<file path="config.mk">
export PLATFORM = sky130hd
export DESIGN_NAME = traffic_request_gen
export DESIGN_NICKNAME = d
export VERILOG_FILES = /design/src/rtl/traffic_request_gen.sv
export SDC_FILE = /design/constraint.sdc
export NUM_CORES = 1
export LEC_CHECK = 0
export CORE_ASPECT_RATIO = 1.5
export CORE_UTILIZATION = 45
export DETAILED_ROUTE_END_ITERATION = 10
export PLACE_DENSITY_LB_ADDON = 0.1
export SLEW_MARGIN = 20
export SYNTH_ARGS = -nofsm -noshare
export SYNTH_HDL_FRONTEND = slang
export SYNTH_SLANG_ARGS = --single-unit
</file>
<file path="constraint.sdc">
create_clock -name clk -period 2.8 [get_ports clk]
set_clock_uncertainty 0.1 [all_clocks]
set_input_delay 0.42 -clock clk [delete_from_list [all_inputs] [get_ports clk]]
set_output_delay 0.42 -clock clk [all_outputs]
set_load 0.02 [all_outputs]
</file>
<file path="src/rtl/traffic_request_gen.sv">
// traffic_request_gen
// Request-side front end for the intersection light controller. Each raw
// vehicle sensor is synchronised and debounced. A rising filtered value
// raises a pending request and an immediate one-cycle pulse. The request is
// re-pulsed every RETRY cycles until the light feedback shows that direction
// green. Coincident pulses are arbitrated by a rotating priority token, and a
// starvation flag is raised when a pending request has waited STARVE cycles.
module traffic_request_gen #(
    parameter int unsigned DEBOUNCE = 4,
    parameter int unsigned RETRY    = 8,
    parameter int unsigned STARVE   = 64,
    parameter logic [1:0]  GREEN_N  = 2'b01,
    parameter logic [1:0]  GREEN_W  = 2'b10
) (
    input  logic       clk,
    input  logic       reset,
    input  logic       sensor_n,
    input  logic       sensor_w,
    input  logic [1:0] light,
    output logic       n,
    output logic       w,
    output logic       pend_n,
    output logic       pend_w,
    output logic       starve
);

    // Counter widths: the debounce counter can represent DEBOUNCE, the retry
    // timer holds RETRY-1, and the wait counter saturates at STARVE.
    localparam int unsigned DB_W = $clog2(DEBOUNCE + 1);
    localparam int unsigned RT_W = $clog2(RETRY);
    localparam int unsigned WT_W = $clog2(STARVE + 1);

    localparam logic [DB_W-1:0] DB_LAST = DB_W'(DEBOUNCE - 1);
    localparam logic [RT_W-1:0] RT_LOAD = RT_W'(RETRY - 1);
    localparam logic [WT_W-1:0] WT_MAX  = WT_W'(STARVE);

    // Index of each direction in the per-direction vectors and arrays.
    localparam int DIR_N = 0;
    localparam int DIR_W = 1;

    // Priority token: which direction wins when both pulses fall due together.
    typedef enum logic {
        TOK_N = 1'b0,
        TOK_W = 1'b1
    } tok_e;

    // Synchroniser and debounce state.
    logic [1:0]      raw;
    logic [1:0]      sync1_q;
    logic [1:0]      sync2_q;
    logic [1:0]      filt_q;
    logic [1:0]      filt_d;
    logic [1:0]      filt_prev_q;
    logic [DB_W-1:0] db_cnt_q [2];
    logic [DB_W-1:0] db_cnt_d [2];

    // Request tracking state.
    logic [1:0]      served;
    logic [1:0]      arrival;
    logic [1:0]      req;
    logic [1:0]      grant;
    logic [1:0]      pend_q;
    logic [1:0]      pend_d;
    logic [1:0]      pulse_q;
    logic [RT_W-1:0] retry_q [2];
    logic [RT_W-1:0] retry_d [2];
    logic [WT_W-1:0] wait_q  [2];
    logic [WT_W-1:0] wait_d  [2];
    tok_e            tok_q;
    tok_e            tok_d;
    logic            starve_q;
    logic            starve_d;

    assign raw = {sensor_w, sensor_n};

    // Debounce: count cycles of disagreement, toggle the filtered value once
    // the synchronised sensor has disagreed for DEBOUNCE consecutive cycles.
    always_comb begin
        for (int i = 0; i < 2; i++) begin
            filt_d[i]   = filt_q[i];
            db_cnt_d[i] = '0;
            if (sync2_q[i] != filt_q[i]) begin
                if (db_cnt_q[i] == DB_LAST) begin
                    filt_d[i] = ~filt_q[i];
                end else begin
                    db_cnt_d[i] = db_cnt_q[i] + 1'b1;
                end
            end
        end
    end

    // Pulse requests and arbitration. A direction wants a pulse on a new
    // arrival or when its retry timer has run out, unless it is green now.
    // The collision loser keeps its timer at zero (or its arrival marker), so
    // it is still due next cycle, and the flipped token then favours it.
    always_comb begin
        served[DIR_N] = (light == GREEN_N);
        served[DIR_W] = (light == GREEN_W);
        arrival       = filt_q & ~filt_prev_q;
        for (int i = 0; i < 2; i++) begin
            req[i] = ~served[i] & (arrival[i] | (pend_q[i] & (retry_q[i] == '0)));
        end
        grant = req;
        tok_d = tok_q;
        if (&req) begin
            if (tok_q == TOK_N) begin
                grant[DIR_W] = 1'b0;
                tok_d        = TOK_W;
            end else begin
                grant[DIR_N] = 1'b0;
                tok_d        = TOK_N;
            end
        end
    end

    // Pending flag, retry timer and wait counter per direction. Service wins
    // over everything; an arrival that loses arbitration forces the timer to
    // zero so the pulse is still owed next cycle.
    always_comb begin
        for (int i = 0; i < 2; i++) begin
            pend_d[i]  = pend_q[i];
            retry_d[i] = retry_q[i];
            wait_d[i]  = wait_q[i];
            if (served[i]) begin
                pend_d[i]  = 1'b0;
                retry_d[i] = '0;
                wait_d[i]  = '0;
            end else begin
                if (arrival[i]) begin
                    pend_d[i] = 1'b1;
                end
                if (grant[i]) begin
                    retry_d[i] = RT_LOAD;
                end else if (arrival[i]) begin
                    retry_d[i] = '0;
                end else if (pend_q[i] && (retry_q[i] != '0)) begin
                    retry_d[i] = retry_q[i] - 1'b1;
                end
                if (pend_q[i] && (wait_q[i] < WT_MAX)) begin
                    wait_d[i] = wait_q[i] + 1'b1;
                end
            end
        end
        starve_d = (wait_d[DIR_N] >= WT_MAX) | (wait_d[DIR_W] >= WT_MAX);
    end

    // State and registered outputs; reset clears everything, including the
    // synchronisers, so a held sensor re-arrives with full latency.
    always_ff @(posedge clk) begin
        if (reset) begin
            sync1_q     <= '0;
            sync2_q     <= '0;
            filt_q      <= '0;
            filt_prev_q <= '0;
            pend_q      <= '0;
            pulse_q     <= '0;
            tok_q       <= TOK_N;
            starve_q    <= 1'b0;
            for (int i = 0; i < 2; i++) begin
                db_cnt_q[i] <= '0;
                retry_q[i]  <= '0;
                wait_q[i]   <= '0;
            end
        end else begin
            sync1_q     <= raw;
            sync2_q     <= sync1_q;
            filt_q      <= filt_d;
            filt_prev_q <= filt_q;
            pend_q      <= pend_d;
            pulse_q     <= grant;
            tok_q       <= tok_d;
            starve_q    <= starve_d;
            for (int i = 0; i < 2; i++) begin
                db_cnt_q[i] <= db_cnt_d[i];
                retry_q[i]  <= retry_d[i];
                wait_q[i]   <= wait_d[i];
            end
        end
    end

    assign n      = pulse_q[DIR_N];
    assign w      = pulse_q[DIR_W];
    assign pend_n = pend_q[DIR_N];
    assign pend_w = pend_q[DIR_W];
    assign starve = starve_q;

endmodule

</file>
## Yosys cells after proc, flatten, opt, wreduce, memory -nomap -nowiden

Memories as Yosys holds them, arrays and structs flattened.
Index checks and enable logic that the tools add are counted.
Widths: inputs -> output; s select.

| word-level totals | value |
|---|---|
| flip-flop bits (word level) | 14 |
| bits in writable memories | 26 |
| input bits | 6 |
| output and inout bits | 5 |
| logic and storage cells | 90 |
| memories | 3 |

| cells by class | value |
|---|---|
| add/subtract/negate cells | 6 |
| magnitude comparators | 4 |
| equal/unequal tests | 6 |
| muxes and demuxes | 29 |
| bitwise gates (word level) | 19 |
| reductions and logical operators | 13 |

Memories:

| name | depth | width | rd ports | clocked after Yosys merged registers in | wr ports | line | text |
|---|---|---|---|---|---|---|---|
| wait_q | 2 | 7 | 2 | 0 | 2 | 67 | `logic [WT_W-1:0] wait_q [2];` |
| db_cnt_q | 2 | 3 | 2 | 0 | 2 | 54 | `logic [DB_W-1:0] db_cnt_q [2];` |
| retry_q | 2 | 3 | 2 | 0 | 2 | 65 | `logic [RT_W-1:0] retry_q [2];` |

Operator list:

| kind | number |
|---|---|
| $mux 3 | 16 |
| $mux 7 | 6 |
| $add 7x1->7 const B | 2 |
| $ge 7x7->1 const B | 2 |
| $lt 7x7->1 const B | 2 |
| $or 1x1->1 | 9 |
| $add 3x1->3 const B | 2 |
| $eq 3x2->1 const B | 2 |
| $logic_not 3->1 | 2 |
| $mux 1 | 6 |
| $reduce_and 2->1 | 3 |
| $reduce_bool 3->1 | 2 |
| $sub 3x1->3 const B | 2 |
| $and 1x1->1 | 4 |
| $logic_and 1x1->1 | 4 |
| $not 1->1 | 4 |
| $reduce_or 2->1 | 2 |
| $and 2x2->2 | 1 |
| $eq 2x1->1 const B | 1 |
| $eq 2x2->1 const B | 1 |
| $mux 2 | 1 |
| $ne 1x1->1 | 2 |
| $not 2->2 | 1 |

## Longest topological paths before layout

| logic depth | value |
|---|---|
| depth after elaboration | 9 |
| depth in mapped cells | 7 |

## Least setup slack after synthesis

Ideal clock, no wire load.

| timing | value |
|---|---|
| path type | register to register |
| from | memory retry_q[0][0] in the netlist's numbering |
| to | register tok_q |
| arrival | 1.388 ns |
| required time | 2.579 ns |
| setup slack | 1.191 ns |
| stages on the path, launching flop included | 8 |
| path buffers | 0 |
| period minus slack after synthesis | 1.609 ns |
| cell sequence | dfxtp_1 > inv_1 > ha_1 > ha_1 > and2_1 > o21ai_1 > a211oi_1 > mux2_2 |

RTL lines:

| what | line | text |
|---|---|---|
| start, declared | 65 |  |
| end signal, assigned | 171 | `tok_q <= tok_d;` |
| end, declared | 69 | `tok_e tok_q;` |

## Worst setup path after layout

| timing | value |
|---|---|
| from | register pend_q[1] |
| to | output port pend_w |

RTL lines:

| what | line | text |
|---|---|---|
| start, declared | 62 | `logic [1:0] pend_q;` |
| start signal, assigned | 169 | `pend_q <= pend_d;` |
| end, declared | 23 | `output logic pend_w,` |

No word-level cell between the ends.

==> impl_metrics.toml <==
[global_route]
grt_first_pass_wirelength_um = 4400
antenna_found_initial = 0
grtUsageTotal_pct = 15.5
grt_max_degree = 17
grt_pass1_vias = 1061
gr-total-overflow = 0

[sta]
fin_crit_ns = 1.86
max_slew_margin_pct = 69.2
slew_viol_final = 0
hold_viol = 0
final.period_utilization_pct = 66.3
setup_viol = 0
tns_ns = 0
rsz0062_at_grt = "false"
tightestPinTransition_ns = 0.462
fmaxAchievable_mhz = 539
hold_ws_ns = 0.341

[worst_setup_path]
required_ns = 2.28
cp_cell_sequence = "clkdlybuf4s50_1"
crit_type = "register to primary output"
cpLargestDelayFamily = "buffers and inverters"
crit_fanout = 6
crit_start = "pend_q[1]$_SDFFE_PP0N_"
cp-end-kind = "primary output"
cpPeakStageDelay_ns = 0.63
cp_data_arrival_time_ns = 1.34
start_kind = "register"
cpMaxStageDelayCell = "clkdlybuf4s50_1"
r2r_start = "retry_q[0][0]$_SDFFE_PP0P_"
path_buf_inv = 1

[routing]
via_per_inst = 4.98
first_iter_violations = 37
vias = 1140
ant_nets = 0
route.detailed.drc = 0
drt-total-wl_um = 2550
dr.pass1.iters = 6
wl_per_cell_um = 11.2

[clock_tree]
postCtsHoldBufs = 0
htreeDepth = 2
cts.sinks = 40
cts_tree = "yes"
clockBufferDepth = 2
clk_latency_ns = 0.29
cts_root_buffer = "clkbuf_8"
numCtsBuffers = 5
path_clk_slew_ns = 0.07
cts_resized = 0
cts_setup_buffers = 0

[logic_synthesis]
synth_area_sq_mm = 0.00162
syn_avg_cell_area_sq_um = 9.42
synth-seq-cells = 40
yosysWarnings = 0
ys_seq_area_share_pct = 49.4
ys_types = 31
syn_inst = 172
synth_fp_nets = 188

[final_layout]
nFillCells = 319
n_antenna_cell = 0
multiInputGateArea_sq_um = 763
regArea_sq_um = 801
area.growth.synth_to_final_pct = 16.8
drive_gt1_share_pct = 6.95
finalNonFillerCells = 229
layout.nets = 202

[placed_design]
dp.cells = 221
hpwl_um = 1910
numPortBuffers = 10
place_congestion = 0.718

[worst_hold_path]
hp-start = "db_cnt_q[0][0]$_SDFF_PP0_"
holdCritPathClass = "register to register"

[floorplanning]
start_util_pct = 47.4
fp-row-count = 26
fp.dieArea_sq_mm = 0.00385
io_pins = 11
die_h_um = 75.5
dieWidth_um = 51.0
coreArea_sq_mm = 0.00342

[power]
peakVddDrop_mv = 0.354
p_leak_nw = 0.708
powerDensity_mw_per_mm2 = 582

[run_status]
status = "completed"

[job]
cap_violations = 0
sequential cells by signal, indices dropped and copies added, names as in the netlist:
signal       count
db_cnt_q         6
filt_q           2
pend_q           2
wait_q          14
retry_q          6
filt_prev_q      2
tok_q            1
sync1_q          2
pulse_q          2
sync2_q          2
starve           1
cells in the mapped netlist:
master	instances	area, sq um
dfxtp_1	40	801
nor2_1	29	109
nand2_1	12	45.0
inv_1	11	41.3
ha_1	10	125
nor2b_1	10	62.6
a21oi_1	8	40.0
xor2_1	7	61.3
xnor2_1	6	52.6
o211ai_1	5	37.5
clkbuf_1	4	15.0
mux2i_1	4	40.0
nand4_1	4	25.0
nand2b_1	3	18.8
o21ai_1	2	10.0
or3_1	2	12.5
a211oi_1	1	7.51
a21o_1	1	7.51
a31oi_1	1	6.26
and2_1	1	6.26
and2b_1	1	7.51
and2b_2	1	8.76
and3_1	1	6.26
and4_1	1	8.76
mux2_2	1	11.3
nand4_2	1	12.5
nor2b_4	1	13.8
o22ai_1	1	6.26
or2_1	1	6.26
or2b_1	1	7.51
or4_1	1	7.51
power by group:
part | switching (W) | internal, W | total [W] | leakage, nW
clock network | 0.000186 | 0.000314 | 0.000500 | 0.0645
logic | 0.0000144 | 0.0000130 | 0.0000274 | 0.321
registers | 0.00000152 | 0.000572 | 0.000574 | 0.323
total | 0.000202 | 0.000899 | 0.00110 | 0.708
per-stage QoR:
| stage | instance area (sq um) | total power (W) | setup slack [ns] | utilization [%] |
|---|---|---|---|---|
| after global placement | 1770 | 0.000613 | 0.694 | 51.7 |
| after detailed placement | 1770 | 0.000615 | 0.675 | 51.7 |
| after CTS | 1890 | 0.00112 | 0.926 | 55.4 |
| final | 1890 | 0.00110 | 0.943 | 55.4 |
| after floorplan | 1620 | 0.000602 | 1.19 | - |
| after global routing | 1890 | 0.00114 | 0.876 | 55.4 |
layout by cell type (no fill, tap or decap), drive strengths merged, types with 2 or more instances in the layout:
cell / instances
o211ai: 5
dfxtp: 40
clkbuf: 7
clkdlybuf4s50: 10
or3: 2
mux2i: 4
xnor2: 6
ha: 10
inv: 11
xor2: 7
nand2b: 3
nor2b: 11
a21oi: 8
nand4: 5
o21ai: 2
nor2: 29
and2b: 2
nand2: 12
area by class of cell:
| class | count | share of cell area (%) |
|---|---|---|
| tap | 42 | 2.78 |
| clock buffer | 7 | 5.09 |
| multi-input combinational | 117 | 40.3 |
| inverter | 11 | 2.18 |
| timing repair buffer | 11 | 5.69 |
| clock inverter | 1 | 1.59 |
| sequential | 40 | 42.3 |
path summary, 6_finish.rpt:
kind / slack [ns] / depth (start not counted) / end
max: 0.94 / 1 / pend_w
min: 0.34 / 1 / db_cnt_q[0][0]$_SDFF_PP0_
max reg2reg: 1.06 / 7 / tok_q$_SDFFE_PP0N_
min reg2reg: 0.34 / 1 / db_cnt_q[0][0]$_SDFF_PP0_
cells by family after synthesis:
family / after synthesis / synth area share, %
simple gates: 70 / 22.1
flops: 40 / 49.4
compound gates: 19 / 7.11
buf+inv: 15 / 3.47
xor+xnor: 13 / 7.03
fa+ha+maj: 10 / 7.72
mux: 5 / 3.17
layer usage:
metal | part of all wire (%) | vias up | routed length, um | track usage, %
met1 | 44 | 530 | 1120 | 16.8
met3 | 3.0 | 5 | 76 | 4.99
met2 | 50 | 14 | 1290 | 26.2
met5 | 0 | - | 0 | 0
li1 | - | 591 | - | -
met4 | 2.5 | 0 | 65 | 9.26
(Power assumes the default switching activity.)
==> edit, RTL diff (same flow settings) <==
Add an input register stage for `sensor_n`, `sensor_w` and `light`; this delays them by one clock. Comments in the files are not updated.
--- a/src/rtl/traffic_request_gen.sv
+++ b/src/rtl/traffic_request_gen.sv
@@ -45,4 +45,14 @@
     } tok_e;
 
+    logic sensor_n_q;
+    logic sensor_w_q;
+    logic [1:0] light_q;
+
+    always_ff @(posedge clk) begin
+        sensor_n_q <= sensor_n;
+        sensor_w_q <= sensor_w;
+        light_q    <= light;
+    end
+
     // Synchroniser and debounce state.
     logic [1:0]      raw;
@@ -72,5 +82,5 @@
     logic            starve_d;
 
-    assign raw = {sensor_w, sensor_n};
+    assign raw = {sensor_w_q, sensor_n_q};
 
     // Debounce: count cycles of disagreement, toggle the filtered value once
@@ -95,6 +105,6 @@
     // it is still due next cycle, and the flipped token then favours it.
     always_comb begin
-        served[DIR_N] = (light == GREEN_N);
-        served[DIR_W] = (light == GREEN_W);
+        served[DIR_N] = (light_q == GREEN_N);
+        served[DIR_W] = (light_q == GREEN_W);
         arrival       = filt_q & ~filt_prev_q;
         for (int i = 0; i < 2; i++) begin
Function: changed (Yosys sat finds a counterexample within 10 cycles, from zero or initial values and one cycle with reset high).
==> edit against the original RTL <==
  * Area after synthesis up 4.9%
  * Sequential cell count rose by 4
  * Worst hold slack worse by 21 ps
  * Final area increased by 2.6%
  * Largest power group unchanged
  * Combinational power down 3%
  * Die area is 4.8% higher
  * Total power is 3.6% lower
  * Routed wire length increased by 2.6%
  * Cell count rose by 2.2%
  * Non-clock buffer count did not move
  * Critical endpoint is now pend_n
  * Via count increased by 1.8%
  * Largest cell class unchanged
  * Fmax up 0.19%
  * Setup slack better by 3.4 ps
==> edit: results (changes against the original RTL) <==
Nets: 206 (+2.0%)
H-tree depth: 2 (unchanged)
Hold Path Class: flop to flop
Final non-filler cell total: 234 (+2.2%)
CTS root buffer: clkbuf_8
Sequential share of the synthesized area: 51.8% (+2.4 points)
Largest net degree at the start of global routing: 17 (unchanged)
Cts repair resizes: 0 (unchanged)
Slowest CP cell: clkdlybuf4s50_1
Cell count after synthesis: 176 (+2.3%)
WL/cell: 11.2 um (+0.39%)
Final ANT Viol Nets: 0 (unchanged)
Setup Viol. Count Final: 0 (unchanged)
Fillers: 344 (+7.8%)
Vias in the first global route: 1164 (+9.7%)
Port bufs: 10 (unchanged)
GR Util met3: 5.95% (+0.96 points)
Iteration-0 DRC Markers: 34 (-8.1%)
LEAKAGE: 0.722 nW (+2.0%)
Initial antenna violation count: 0 (unchanged)
Clock Pin Slew Worst Setup and Hold Paths: 80 ps
Clk_lat worst skew: 290 ps (about the same)
Ys async rst share: 0% (unchanged)
Hpwl dp: 1940 um (+1.5%)
Fraction of layout cells with a size suffix above 1: 6.28% (-0.67 points)
Sum Neg Setup Slack: 0 ps (unchanged)
Clock buffer depth: 2 (unchanged)
VDD IR-drop max: 0.446 mV (+26%)
Setup repair bufs after CTS: 0 (unchanged)
Unique cell type count in the Yosys netlist: 31 (unchanged)
Largest registers: wait_q (14), db_cnt_q (6), retry_q (6)
Post-DR vias/cell: 4.96 (-0.42%)
Synth top area cells: dfxtp_1, ha_1, nor2_1, nor2b_1, xor2_1
Status: complete, no violations
Total GRT Usage: 15.2% (-0.24 points)
Slew Limit Headroom: 68.3% (-0.87 points)
DRT Pass-1 Iters: 4 (-2)
Largest stage delay, worst path: 640 ps
Wire length on met3: 88 um (+16%)
GP Congestion: 0.711 (-0.95%)
Met1 Use GR: 16.7% (-0.14 points)
Global-route wire length before repair: 4620 um (+5.2%)
N_diodes: 0 (unchanged)
Top routing layer used: met4
Syn Nets: 192 (+2.1%)
WL met1: 1170 um (+4.3%)
Met2 Use GR: 25.8% (-0.40 points)
Met2 WL: 1330 um (+3.3%)
Worst Path Max Fanout: 6 (unchanged)
Most frequent cells after synthesis: dfxtp_1, nor2_1, nand2_1, inv_1
==> edit: changes by cell type after synthesis, sizes merged <==
cell   change
dfxtp      +4
==> edit: worst paths after layout <==
check | slack, ps | end | start | cells past startpoint
setup / recovery | 950 | pend_n | pend_q[0]$_SDFFE_PP0N_ | 1
hold / removal | 320 | db_cnt_q[0][3]$_SDFF_PP0_ | db_cnt_q[0][3]$_SDFF_PP0_ | 1
setup reg to reg | 1010 | tok_q$_SDFFE_PP0N_ | retry_q[0][0]$_SDFFE_PP0P_ | 7
hold reg to reg | 320 | db_cnt_q[0][3]$_SDFF_PP0_ | db_cnt_q[0][3]$_SDFF_PP0_ | 1
==> edit: cell families after synthesis <==
family          synth area share, %
fa+ha+maj                      7.36
mux                            3.02
buf+inv                        3.31
simple gates                   21.0
compound gates                 6.77
xor+xnor                       6.70
flops                          51.8
==> edit: final cells by class <==
class | count | area share, %
Tap cell | 43 | 2.77
Inverter | 11 | 2.13
Clock buffer | 7 | 4.45
Multi-Input combinational cell | 117 | 39.3
Sequential cell | 44 | 45.4
Timing Repair Buffer | 11 | 5.54
Clock inverter | 1 | 0.387
==> edit: through the flow <==
stage | area (um2) | setup slack, ps
global route | 1940 | 867
CTS | 1940 | 928
global placement | 1850 | 794
floorplan | 1700 | 1190
finish | 1940 | 947
detailed placement | 1850 | 789
==> edit: power breakdown <==
group / internal [W] / leakage, nW / switching, W
Combinational: 0.0000129 / 0.321 / 0.0000136
Sequential: 0.000632 / 0.357 / 0.00000271
Clock: 0.000200 / 0.0445 / 0.000200
==> edit: worst reg2reg max path: stages, from the launching register on <==
cell and delay, ps:
dfxtp_1 300, inv_1 80, ha_1 150, ha_1 160, and2_1 130, o21ai_1 100
a211oi_1 300, mux2_2 370
